`src/rtl/bcd_count99.sv`:
```
// bcd_count99: two-digit BCD up/down counter with prescaler.
// Registered digits, tick and wrap; load clamps nibbles to 9.
module bcd_count99 #(
   parameter int TICK_DIV = 100_000_000
) (
   input  logic       clock,
   input  logic       reset,
   input  logic       enable,
   input  logic       up,
   input  logic       load,
   input  logic [3:0] load_ones,
   input  logic [3:0] load_tens,
   output logic [3:0] digit1,
   output logic [3:0] digit2,
   output logic       tick,
   output logic       wrap
);

   localparam int PW = (TICK_DIV > 1) ? $clog2(TICK_DIV) : 1;
   localparam logic [PW-1:0] LAST = PW'(TICK_DIV - 1);

   logic [PW-1:0] pcnt;
   logic [3:0]    ones;
   logic [3:0]    tens;
   logic [3:0]    ones_nx;
   logic [3:0]    tens_nx;
   logic [3:0]    ld_ones;
   logic [3:0]    ld_tens;
   logic          wrap_nx;
   logic          step;

   assign step   = enable && (pcnt == LAST);
   assign digit1 = ones;
   assign digit2 = tens;

   // clamp out-of-range load nibbles to 9 so digits stay BCD
   always_comb begin
      ld_ones = (load_ones > 4'd9) ? 4'd9 : load_ones;
      ld_tens = (load_tens > 4'd9) ? 4'd9 : load_tens;
   end

   // next count for one step in the requested direction
   always_comb begin
      ones_nx = ones;
      tens_nx = tens;
      wrap_nx = 1'b0;
      if (up) begin
         if (ones < 4'd9) begin
            ones_nx = ones + 4'd1;
         end else begin
            ones_nx = 4'd0;
            if (tens < 4'd9) begin
               tens_nx = tens + 4'd1;
            end else begin
               tens_nx = 4'd0;
               wrap_nx = 1'b1;
            end
         end
      end else begin
         if (ones > 4'd0) begin
            ones_nx = ones - 4'd1;
         end else begin
            ones_nx = 4'd9;
            if (tens > 4'd0) begin
               tens_nx = tens - 4'd1;
            end else begin
               tens_nx = 4'd9;
               wrap_nx = 1'b1;
            end
         end
      end
   end

   // reset > load > step > hold; pcnt frozen while disabled
   always_ff @(posedge clock) begin
      if (reset) begin
         pcnt <= '0;
         ones <= 4'd0;
         tens <= 4'd0;
         tick <= 1'b0;
         wrap <= 1'b0;
      end else if (load) begin
         pcnt <= '0;
         ones <= ld_ones;
         tens <= ld_tens;
         tick <= 1'b0;
         wrap <= 1'b0;
      end else begin
         tick <= 1'b0;
         wrap <= 1'b0;
         if (step) begin
            pcnt <= '0;
            ones <= ones_nx;
            tens <= tens_nx;
            tick <= 1'b1;
            wrap <= wrap_nx;
         end else if (enable) begin
            pcnt <= pcnt + PW'(1);
         end
      end
   end

endmodule

```
`config.mk`:
```
export PLATFORM = sky130hd
export DESIGN_NAME = bcd_count99
export DESIGN_NICKNAME = d
export VERILOG_FILES = /design/src/rtl/bcd_count99.sv
export SDC_FILE = /design/constraint.sdc
export NUM_CORES = 1
export LEC_CHECK = 0
export CAP_MARGIN = 25
export CORE_MARGIN = 2
export CORE_UTILIZATION = 55
export CTS_CLUSTER_DIAMETER = 200
export DETAILED_ROUTE_END_ITERATION = 10
export DONT_BUFFER_PORTS = 1
export PLACE_DENSITY = 0.7
export SYNTH_ARGS = -nofsm -noshare
export SYNTH_HDL_FRONTEND = slang
export SYNTH_SLANG_ARGS = --single-unit
```
`constraint.sdc`:
```
create_clock -name clock -period 2.7 [get_ports clock]
set_clock_uncertainty 0.15 [all_clocks]
set_input_delay 0.27 -clock clock [delete_from_list [all_inputs] [get_ports clock]]
set_output_delay 0.27 -clock clock [all_outputs]
set_load 0.01 [all_outputs]
```
==> insert_results.sql, run 1 <==
INSERT INTO impl_metrics (metric_group, metric, value, unit) VALUES
('synth', 'syn_nets', '279', ''),
('timing', 'timing.max_slew.rel_slack', '70.6', '%'),
('synth', 'synth_edf_count', '0', ''),
('synth', 'synthArstFlopShare', '0', '%'),
('synth', 'synthCells', '259', ''),
('floorplanning', 'placement_rows', '22', ''),
('finish', 'multiInputGateArea', '1280', 'um2'),
('floorplanning', 'boundaryPins', '23', ''),
('placement', 'placement.setup.worst_slack', '0.451', 'ns'),
('clock_network', 'cts_tree', 'done', ''),
('placement', 'placed_area', '2140', 'um2'),
('timing', 'finalSetupViolCount', '0', ''),
('placement', 'numPortBuffers', '0', ''),
('synth', 'synth_largest_area_cell', 'sky130_fd_sc_hd__dfxtp_1', ''),
('detailed_routing', 'drt-pass1-iter-count', '4', ''),
('synth', 'yosys.cell_count.top_type', 'sky130_fd_sc_hd__dfxtp_1', ''),
('finish', 'final_layout_size_suffix_gt1_share', '6.92', '%'),
('detailed_routing', 'detailedRoute.firstIterationViolations', '204', ''),
('clock_network', 'cts_sinks', '37', ''),
('critical_path', 'crit-reg2reg-launch', 'pcnt[0]', ''),
('synth', 'post_synth_num_cell_types', '51', ''),
('placement', 'dp_cells', '298', ''),
('detailed_routing', 'drtAntennaViolNets', '0', ''),
('pwr', 'power-per-cell-area', '485', 'nW/um2'),
('critical_path', 'timing.setup.critical_path_class', 'reg2reg', ''),
('pwr', 'leakage_power_total', '0.740', 'nW'),
('finish', 'fillers', '329', ''),
('placement', 'dpl.hpwl', '3050', 'um'),
('clock_network', 'clockBufferDepth', '2', ''),
('synth', 'synth.top_cells.by_count', '37 x sky130_fd_sc_hd__dfxtp_1, 36 x sky130_fd_sc_hd__nor2_1, 19 x sky130_fd_sc_hd__xnor2_1', ''),
('critical_path', 'timing.critical_path.from', 'pcnt[0]', ''),
('synth', 'yosys_warnings', '0', ''),
('min_path', 'worstHoldPathType', 'in2reg', ''),
('pwr', 'max-vdd-ir-drop', '0.404', 'mV'),
('clock_network', 'clk_pin_slew', '0.07', 'ns'),
('synth', 'synth_top_area_share', '34.7', '%'),
('flow_run', 'max_cap_viol_count', '0', ''),
('floorplanning', 'start_util', '57.9', '%'),
('timing', 'setup_tns', '0', 'ns'),
('synth', 'ys_seq_area_share', '34.7', '%'),
('min_path', 'hold_path_startpoint', 'reset', ''),
('detailed_routing', 'vias_per_cell', '5.89', ''),
('timing', 'setup_repair_after_global_routing_missed_its_margin', 'false', ''),
('clock_network', 'worst_skew_pair.late_latency', '0.28', 'ns'),
('critical_path', 'worstPathArrival', '2.30', 'ns'),
('global_routing', 'grt_pass1_wl', '7380', 'um'),
('clock_network', 'buffer_count_from_post_cts_setup_fixing', '0', ''),
('timing', 'finalWorstPathRequiredPeriod', '2.26', 'ns'),
('global_routing', 'globalRouteTotalUtil', '21.9', '%'),
('synth', 'dominantRegCellSynth', 'sky130_fd_sc_hd__dfxtp_1', ''),
('finish', 'n_antenna_cell', '0', ''),
('detailed_routing', 'via_count', '1814', ''),
('pwr', 'totalPowerFinal', '0.00109', 'W'),
('floorplanning', 'die_height', '66.3', 'um'),
('timing', 'timing.final.max_slew_violations', '0', ''),
('finish', 'layout.nets', '280', ''),
('timing', 'setup_ws', '0.442', 'ns'),
('synth', 'synth_seq_cells', '37', ''),
('synth', 'average_cell_area_after_synthesis', '8.25', 'um2'),
('global_routing', 'number_of_antenna_violations_at_the_first_check_in_global_routing', '0', ''),
('finish', 'area_growth_syn_to_layout', '5.62', '%'),
('timing', 'fmaxAchievable', '443', 'MHz'),
('critical_path', 'critPathCaptureType', 'flop', ''),
('global_routing', 'first_global_vias', '1653', ''),
('outcome', 'status', 'finished clean', ''),
('critical_path', 'crit_fanout', '13', ''),
('global_routing', 'grt.overflow.total', '0', ''),
('floorplanning', 'design.die.area', '4400', 'um2'),
('clock_network', 'h-tree-depth', '2', ''),
('detailed_routing', 'totalWireLength', '4330', 'um'),
('synth', 'synth_area_leaders', 'sky130_fd_sc_hd__dfxtp_1 35%, sky130_fd_sc_hd__xnor2_1 7.8%, sky130_fd_sc_hd__nor2_1 6.3%, sky130_fd_sc_hd__ha_1 4.1%, sky130_fd_sc_hd__nand2_1 3.0%', '');
[cell type report]
class,instances,area share [%]
flip-flops and latches,37,32.8
inverters,13,2.16
repair buffers,4,1.66
well taps,48,2.66
multi-input cells,199,56.8
clock buffers,7,3.83
[routing by layer]
layer  part of all wire [%]  global-route usage [%]  vias to the layer above
met4                    1.1                    6.38                        0
li1                       -                       -                      923
met3                    6.1                    5.79                        4
met5                      0                       0                        -
met2                     48                    36.0                       61
met1                     45                    27.9                      826
[power by group]
| part | switching [W] | internal [W] | total [W] |
|---|---|---|---|
| clock network | 0.000180 | 0.000202 | 0.000382 |
| logic | 0.0000757 | 0.0000579 | 0.000134 |
| registers | 0.0000227 | 0.000556 | 0.000579 |
[critical path: stages, from the launching register on]
cell	delay (ns)
sky130_fd_sc_hd__dfxtp_1	0.38
sky130_fd_sc_hd__ha_1	0.18
sky130_fd_sc_hd__and4_1	0.38
sky130_fd_sc_hd__nand3_2	0.12
sky130_fd_sc_hd__o21a_1	0.33
sky130_fd_sc_hd__or4_1	0.54
sky130_fd_sc_hd__o31ai_1	0.08
[registers in the layout, indices dropped and copies added, names as in the netlist]
register	count
digit1	4
digit2	4
pcnt	27
tick	1
wrap	1
[final timing paths]
kind / end / cells past startpoint / slack, ns
hold reg to reg: pcnt[3] / 2 / 0.35
hold / removal: digit1[3] / 2 / 0.03
setup reg to reg: digit2[0] / 6 / 0.44
setup / recovery: digit2[0] / 6 / 0.44
[per-stage QoR]
step                util (%)  hold WS (ns)
floorplan                  -         0.268
global placement        58.0         0.197
detailed placement      58.0         0.195
CTS                     61.2        0.0209
global route            61.2        0.0203
finish                  61.2        0.0278
[logic make-up (layout without fill, tap and decap cells)]
kind of cell	Yosys count	count (layout)	share of synthesized area [%]
AND/OR/NAND/NOR	120	120	30.5
AO/OA/AOI/OAI	45	45	14.4
flip-flops	37	37	34.7
XOR/XNOR	26	26	10.7
buffers and inverters	23	24	5.27
adder cells (fa/ha/maj)	7	7	4.10
multiplexers	1	1	0.469
[placed cells by master, fill, tap and decap left out, types with 6 or more instances in the layout]
| master | instances |
|---|---|
| sky130_fd_sc_hd__ha_1 | 7 |
| sky130_fd_sc_hd__clkbuf_8 | 6 |
| sky130_fd_sc_hd__nor3_1 | 12 |
| sky130_fd_sc_hd__nand4_1 | 7 |
| sky130_fd_sc_hd__nand3_1 | 10 |
| sky130_fd_sc_hd__dfxtp_1 | 37 |
| sky130_fd_sc_hd__o21ai_0 | 8 |
| sky130_fd_sc_hd__xnor2_1 | 19 |
| sky130_fd_sc_hd__xor2_1 | 7 |
| sky130_fd_sc_hd__inv_1 | 13 |
| sky130_fd_sc_hd__and4_1 | 6 |
| sky130_fd_sc_hd__nor2_1 | 36 |
| sky130_fd_sc_hd__a21oi_1 | 10 |
| sky130_fd_sc_hd__nand2_1 | 17 |
| sky130_fd_sc_hd__nor4_1 | 7 |
(Power assumes the default switching activity.)
==> run 2, diff against run 1 <==
- PLACE_DENSITY: 0.7 -> 0.73
- clock period: 2.7 -> 1.95 ns (I/O delays scaled with it)
==> insert_results.sql, run 2 (synthesized netlist as in run 1, its figures left out) <==
INSERT INTO impl_metrics (metric_group, metric, value, unit) VALUES
('outcome', 'status', 'complete, but fails checks', ''),
('outcome', 'failed_checks', 'negative hold slack, negative setup slack', ''),
('floorplanning', 'die_height', '66.3', 'um'),
('critical_path', 'critPathCaptureType', 'flop', ''),
('clock_network', 'cts_sinks', '37', ''),
('detailed_routing', 'via_count', '2012', ''),
('critical_path', 'worst-path-stages', '5', ''),
('placement', 'numPortBuffers', '0', ''),
('clock_network', 'h-tree-depth', '2', ''),
('placement', 'dpl.hpwl', '3560', 'um'),
('detailed_routing', 'totalWireLength', '5230', 'um'),
('global_routing', 'grt_pass1_wl', '8280', 'um'),
('finish', 'mostFrequentLayoutCell', 'sky130_fd_sc_hd__buf_4', ''),
('pwr', 'power-per-cell-area', '648', 'nW/um2'),
('finish', 'area_growth_syn_to_layout', '29.3', '%'),
('min_path', 'min_delay_path_depth', '1', ''),
('detailed_routing', 'drtAntennaViolNets', '0', ''),
('detailed_routing', 'post-route-drc-count', '0', ''),
('placement', 'dp_cells', '337', ''),
('clock_network', 'cts_tree', 'done', ''),
('flow_run', 'max_cap_viol_count', '0', ''),
('finish', 'area.sequential', '747', 'um2'),
('floorplanning', 'boundaryPins', '23', ''),
('timing', 'worst_slew_pin_slew', '0.330', 'ns'),
('finish', 'number_of_flip_flops_in_the_largest_register', '27', ''),
('critical_path', 'cpLargestDelayFamily', 'simple AND/OR/NAND/NOR gates', ''),
('min_path', 'worstHoldPathType', 'in2reg', ''),
('critical_path', 'crit_chain', 'nor4bb_2 -> nand4_1 -> o21a_2 -> or4_1 -> o31ai_2', ''),
('critical_path', 'crit_fanout', '7', ''),
('clock_network', 'cts_hold_repair.buffers', '3', ''),
('timing', 'fmaxAchievable', '497', 'MHz'),
('placement', 'placer_congestion', '0.840', ''),
('timing', 'fin_hold_ws', '-0.199', 'ns'),
('finish', 'most_flops_register', 'pcnt', ''),
('critical_path', 'worstPathArrival', '2.06', 'ns'),
('critical_path', 'cp_num_buf_inv', '0', ''),
('floorplanning', 'start_util', '57.9', '%'),
('clock_network', 'root_buffer', 'sky130_fd_sc_hd__clkbuf_8', ''),
('finish', 'n_antenna_cell', '0', ''),
('floorplanning', 'placement_rows', '22', ''),
('global_routing', 'largest_net_degree_at_the_start_of_global_routing', '28', ''),
('finish', 'final_layout_size_suffix_gt1_share', '28.5', '%'),
('global_routing', 'grt.overflow.total', '0', ''),
('clock_network', 'clk_pin_slew', '0.08', 'ns'),
('pwr', 'max-vdd-ir-drop', '0.575', 'mV'),
('critical_path', 'cp-start-kind', 'flop', ''),
('detailed_routing', 'drt-pass1-iter-count', '4', ''),
('clock_network', 'worst_skew_pair.late_latency', '0.29', 'ns'),
('timing', 'hold_violations', '9', ''),
('timing', 'finalSetupViolCount', '1', ''),
('clock_network', 'clockBufferDepth', '2', ''),
('critical_path', 'timing.setup.critical_path_class', 'reg2reg', ''),
('global_routing', 'number_of_antenna_violations_at_the_first_check_in_global_routing', '0', ''),
('global_routing', 'globalRouteTotalUtil', '24.4', '%'),
('clock_network', 'numCtsBuffers', '5', ''),
('timing', 'timing.max_slew.rel_slack', '77.9', '%'),
('detailed_routing', 'route.detailed.wl_per_inst', '14.8', 'um'),
('timing', 'timing.final.max_slew_violations', '0', ''),
('timing', 'finalWorstPathRequiredPeriod', '2.01', 'ns'),
('finish', 'fillers', '285', ''),
('critical_path', 'timing.critical_path.slowest_stage_cell', 'sky130_fd_sc_hd__or4_1', ''),
('timing', 'setup_repair_after_global_routing_missed_its_margin', 'true', ''),
('critical_path', 'critPathRequiredTime', '2.00', 'ns'),
('finish', 'multiInputGateArea', '1380', 'um2'),
('finish', 'layout.nets', '324', ''),
('timing', 'setup_ws', '-0.0611', 'ns'),
('timing', 'finalCritPeriodShare', '103', '%'),
('critical_path', 'reg2regPathDepth', '5', ''),
('pwr', 'leakage_power_total', '1.02', 'nW'),
('floorplanning', 'design.core.area', '3690', 'um2'),
('placement', 'placement.setup.worst_slack', '-0.0337', 'ns'),
('finish', 'final-instance-count-excl-fill', '353', ''),
('detailed_routing', 'vias_per_cell', '5.70', ''),
('floorplanning', 'design.die.area', '4400', 'um2'),
('finish', 'mostFrequentLayoutCells', '43 x sky130_fd_sc_hd__buf_4, 36 x sky130_fd_sc_hd__nor2_1, 32 x sky130_fd_sc_hd__dfxtp_1', ''),
('global_routing', 'first_global_vias', '1910', ''),
('floorplanning', 'die_width', '66.3', 'um'),
('critical_path', 'cp_slowest_stage_delay', '0.54', 'ns'),
('detailed_routing', 'detailedRoute.firstIterationViolations', '129', '');
## run 2: worst paths after layout
kind	end	startpoint	slack, ns
setup reg to reg	digit2[0]	pcnt[20]	-0.06
hold reg to reg	pcnt[3]	pcnt[3]	0.36
setup / recovery	digit2[0]	pcnt[20]	-0.06
hold / removal	digit1[1]	reset	-0.20
## run 2: timing repair
item / CTS / global route
endpoints found under the setup margin: 1 / 34
pin swaps: 0 / 11
cloned: 0 / 1
gates resized for setup: 2 / 25
hold endpoints to repair: 13 / 9
buffers inserted: 0 / 4
## run 2: final cells by class
cell class / instances / share of cell area (%)
Clock inverter: 2 / 1.36
Tap cell: 48 / 2.17
Inverter: 13 / 1.95
Sequential cell: 37 / 27.0
Clock buffer: 6 / 2.99
Timing Repair Buffer: 48 / 14.4
Multi-Input combinational cell: 199 / 50.1
## run 2: stage by stage
step | power (W) | setup TNS [ns] | instance area, um2 | util (%)
floorplan | 0.000970 | 0 | 2140 | -
global placement | 0.00104 | 0 | 2450 | 66.5
detailed placement | 0.00104 | -0.0337 | 2450 | 66.5
CTS | 0.00174 | -0.0399 | 2610 | 70.7
global route | 0.00185 | -0.621 | 2760 | 74.9
finish | 0.00179 | -0.0611 | 2760 | 74.9
## run 2: worst reg2reg max path, cell delays in order (launching register included)
cell,delay [ns]
sky130_fd_sc_hd__dfxtp_1,0.35
sky130_fd_sc_hd__nor4bb_2,0.32
sky130_fd_sc_hd__nand4_1,0.20
sky130_fd_sc_hd__o21a_2,0.30
sky130_fd_sc_hd__or4_1,0.54
sky130_fd_sc_hd__o31ai_2,0.08
## run 2: where the power goes
| part | switching (W) | internal (W) |
|---|---|---|
| Sequential | 0.0000130 | 0.000771 |
| Combinational | 0.000157 | 0.000148 |
| Clock | 0.000284 | 0.000416 |
## run 2: per-layer routing
metal	global-route usage, %	vias up	routed length, um	part of all wire (%)
li1	-	1008	-	-
met1	29.0	928	2300	44
met2	42.1	69	2600	50
met3	6.30	7	264	5.0
met4	8.93	0	70	1.3
met5	0	-	0	0
==> run 3, diff against run 2 <==
- HOLD_SLACK_MARGIN: not set -> 0.02
==> insert_results.sql, run 3 (synthesized netlist as in run 1, its figures left out) <==
INSERT INTO impl_metrics (metric_group, metric, value, unit) VALUES
('pwr', 'power-per-cell-area', '647', 'nW/um2'),
('min_path', 'hold_end', 'digit1[0]', ''),
('detailed_routing', 'post-route-drc-count', '0', ''),
('global_routing', 'largest_net_degree_at_the_start_of_global_routing', '28', ''),
('timing', 'setup_repair_after_global_routing_missed_its_margin', 'true', ''),
('timing', 'setup_ws', '-0.0466', 'ns'),
('floorplanning', 'start_util', '57.9', '%'),
('timing', 'hold_violations', '9', ''),
('global_routing', 'globalRouteTotalUtil', '24.4', '%'),
('finish', 'fillers', '285', ''),
('critical_path', 'timing.setup.critical_path_class', 'reg2reg', ''),
('detailed_routing', 'drtAntennaViolNets', '0', ''),
('timing', 'finalCritPeriodShare', '102', '%'),
('detailed_routing', 'detailedRoute.firstIterationViolations', '85', ''),
('critical_path', 'critPathCaptureType', 'flop', ''),
('pwr', 'max-vdd-ir-drop', '0.566', 'mV'),
('critical_path', 'ff2ff_setup_slack', '-0.05', 'ns'),
('placement', 'numPortBuffers', '0', ''),
('detailed_routing', 'drt-pass1-iter-count', '4', ''),
('detailed_routing', 'totalWireLength', '5250', 'um'),
('global_routing', 'first_global_vias', '1908', ''),
('timing', 'fin_hold_ws', '-0.197', 'ns'),
('finish', 'n_antenna_cell', '0', ''),
('pwr', 'sw_frac_of_total', '25.2', '%'),
('finish', 'most_flops_register', 'pcnt', ''),
('pwr', 'totalPowerFinal', '0.00179', 'W'),
('min_path', 'min_delay_path_depth', '1', ''),
('floorplanning', 'design.die.area', '4400', 'um2'),
('critical_path', 'worst_r2r_endpoint', 'digit2[0]', ''),
('clock_network', 'cts_tree', 'done', ''),
('detailed_routing', 'via_count', '1994', ''),
('finish', 'multiInputGateArea', '1380', 'um2'),
('timing', 'worst_slew_pin_slew', '0.335', 'ns'),
('critical_path', 'crit_fanout', '7', ''),
('floorplanning', 'die_width', '66.3', 'um'),
('pwr', 'internal_power', '0.00134', 'W'),
('pwr', 'pwr-share-seq', '43.8', '%'),
('outcome', 'failed_checks', 'negative hold slack, negative setup slack', ''),
('detailed_routing', 'route.detailed.wl_per_inst', '14.8', 'um'),
('finish', 'final_layout_size_suffix_gt1_share', '28.8', '%'),
('floorplanning', 'boundaryPins', '23', ''),
('placement', 'dpl.hpwl', '3560', 'um'),
('clock_network', 'cts_sinks', '37', ''),
('pwr', 'combinational_share_of_power', '17.4', '%'),
('critical_path', 'reg2regPathDepth', '5', ''),
('finish', 'mostFrequentLayoutCell', 'sky130_fd_sc_hd__buf_4', ''),
('pwr', 'share_clk_of_total_power', '38.8', '%'),
('clock_network', 'clk_pin_slew', '0.08', 'ns'),
('timing', 'finalSetupViolCount', '1', ''),
('critical_path', 'critPathRequiredTime', '2.00', 'ns'),
('finish', 'mostFrequentLayoutCells', '44 x sky130_fd_sc_hd__buf_4, 36 x sky130_fd_sc_hd__nor2_1, 32 x sky130_fd_sc_hd__dfxtp_1', ''),
('clock_network', 'cts_hold_repair.buffers', '3', ''),
('placement', 'placer_congestion', '0.840', ''),
('placement', 'placed_area', '2450', 'um2'),
('outcome', 'status', 'complete, but fails checks', ''),
('timing', 'timing.max_slew.rel_slack', '77.6', '%'),
('timing', 'setup_tns', '-0.0466', 'ns'),
('finish', 'number_of_flip_flops_in_the_largest_register', '27', ''),
('clock_network', 'worst_skew_pair.late_latency', '0.29', 'ns'),
('clock_network', 'root_buffer', 'sky130_fd_sc_hd__clkbuf_8', ''),
('min_path', 'worstHoldPathType', 'in2reg', ''),
('floorplanning', 'die_height', '66.3', 'um'),
('finish', 'finish.instance_area', '2770', 'um2'),
('global_routing', 'number_of_antenna_violations_at_the_first_check_in_global_routing', '0', ''),
('clock_network', 'clockBufferDepth', '2', ''),
('clock_network', 'h-tree-depth', '2', ''),
('floorplanning', 'placement_rows', '22', ''),
('timing', 'timing.final.max_slew_violations', '0', ''),
('finish', 'layout.nets', '325', ''),
('critical_path', 'cp-start-kind', 'flop', ''),
('placement', 'placement.setup.worst_slack', '-0.0337', 'ns'),
('detailed_routing', 'vias_per_cell', '5.63', ''),
('pwr', 'leakage_power_total', '1.02', 'nW'),
('finish', 'area.sequential', '747', 'um2'),
('critical_path', 'timing.critical_path.from', 'pcnt[20]', ''),
('global_routing', 'grt.overflow.total', '0', ''),
('timing', 'finalWorstPathRequiredPeriod', '2.00', 'ns'),
('clock_network', 'numCtsBuffers', '5', ''),
('critical_path', 'worstPathArrival', '2.04', 'ns'),
('min_path', 'hold_path_startpoint', 'reset', ''),
('flow_run', 'max_cap_viol_count', '0', ''),
('pwr', 'netSwitchingPower', '0.000452', 'W'),
('floorplanning', 'design.core.area', '3690', 'um2'),
('finish', 'area_growth_syn_to_layout', '29.6', '%'),
('critical_path', 'crit-reg2reg-launch', 'pcnt[20]', ''),
('timing', 'fmaxAchievable', '501', 'MHz'),
('global_routing', 'grt_pass1_wl', '8290', 'um');
run 3: cell count changes in the layout (fill, tap and decap cells not counted), sizes merged:
cell / previous run / this run
buf: 44 / 45
run 3: per-layer routing:
metal	track usage, %	share of wire (%)	wire length, um	vias to the layer above
li1	-	-	-	1009
met1	29.1	45	2370	930
met2	42.5	50	2610	48
met3	5.96	3.8	198	7
met4	8.42	1.3	70	0
met5	0	0	0	-
run 3: cell type report:
type	count	area share, %
timing repair buffer	49	14.6
clock inverter	2	1.36
tap	48	2.17
sequential	37	27.0
clock buffer	6	2.98
multi-input combinational	199	49.9
inverter	13	1.94
run 3: worst max-delay path, cell delays in order, from the launching register on:
cell,delay (ns)
sky130_fd_sc_hd__dfxtp_1,0.35
sky130_fd_sc_hd__nor4bb_2,0.32
sky130_fd_sc_hd__nand4_1,0.19
sky130_fd_sc_hd__o21a_2,0.29
sky130_fd_sc_hd__or4_1,0.53
sky130_fd_sc_hd__o31ai_2,0.08
run 3: worst max-delay path by stage:
stage / endpoint / depth (start not counted)
floorplan: digit2[0] / 7
global placement: digit2[0] / 7
detailed placement: digit2[0] / 6
CTS: digit2[0] / 7
global route: digit2[0] / 5
finish: digit2[0] / 5
run 3: repair_timing:
item                                    in CTS  in global routing
endpoints found under the setup margin       1                 34
hold endpoints to repair                    13                  9
pin swaps                                    0                 10
gates resized for setup                      2                 25
setup buffers                                0                  5
gates cloned                                 0                  1
run 3: through the flow:
step	util [%]	instances
finish	75.1	354
global route	75.1	354
CTS	70.7	348
detailed placement	66.5	337
global placement	66.5	337
floorplan	-	259
run 3: power by group through the flow:
stage          clock network (W)  logic, W  registers [W]
2_1_floorplan                  0  0.000156       0.000814
6_report                0.000696  0.000311       0.000785
3_3_place_gp                   0  0.000241       0.000799
3_5_place_dp                   0  0.000245       0.000800
5_1_grt                 0.000734  0.000339       0.000787
4_1_cts                 0.000700  0.000257       0.000782
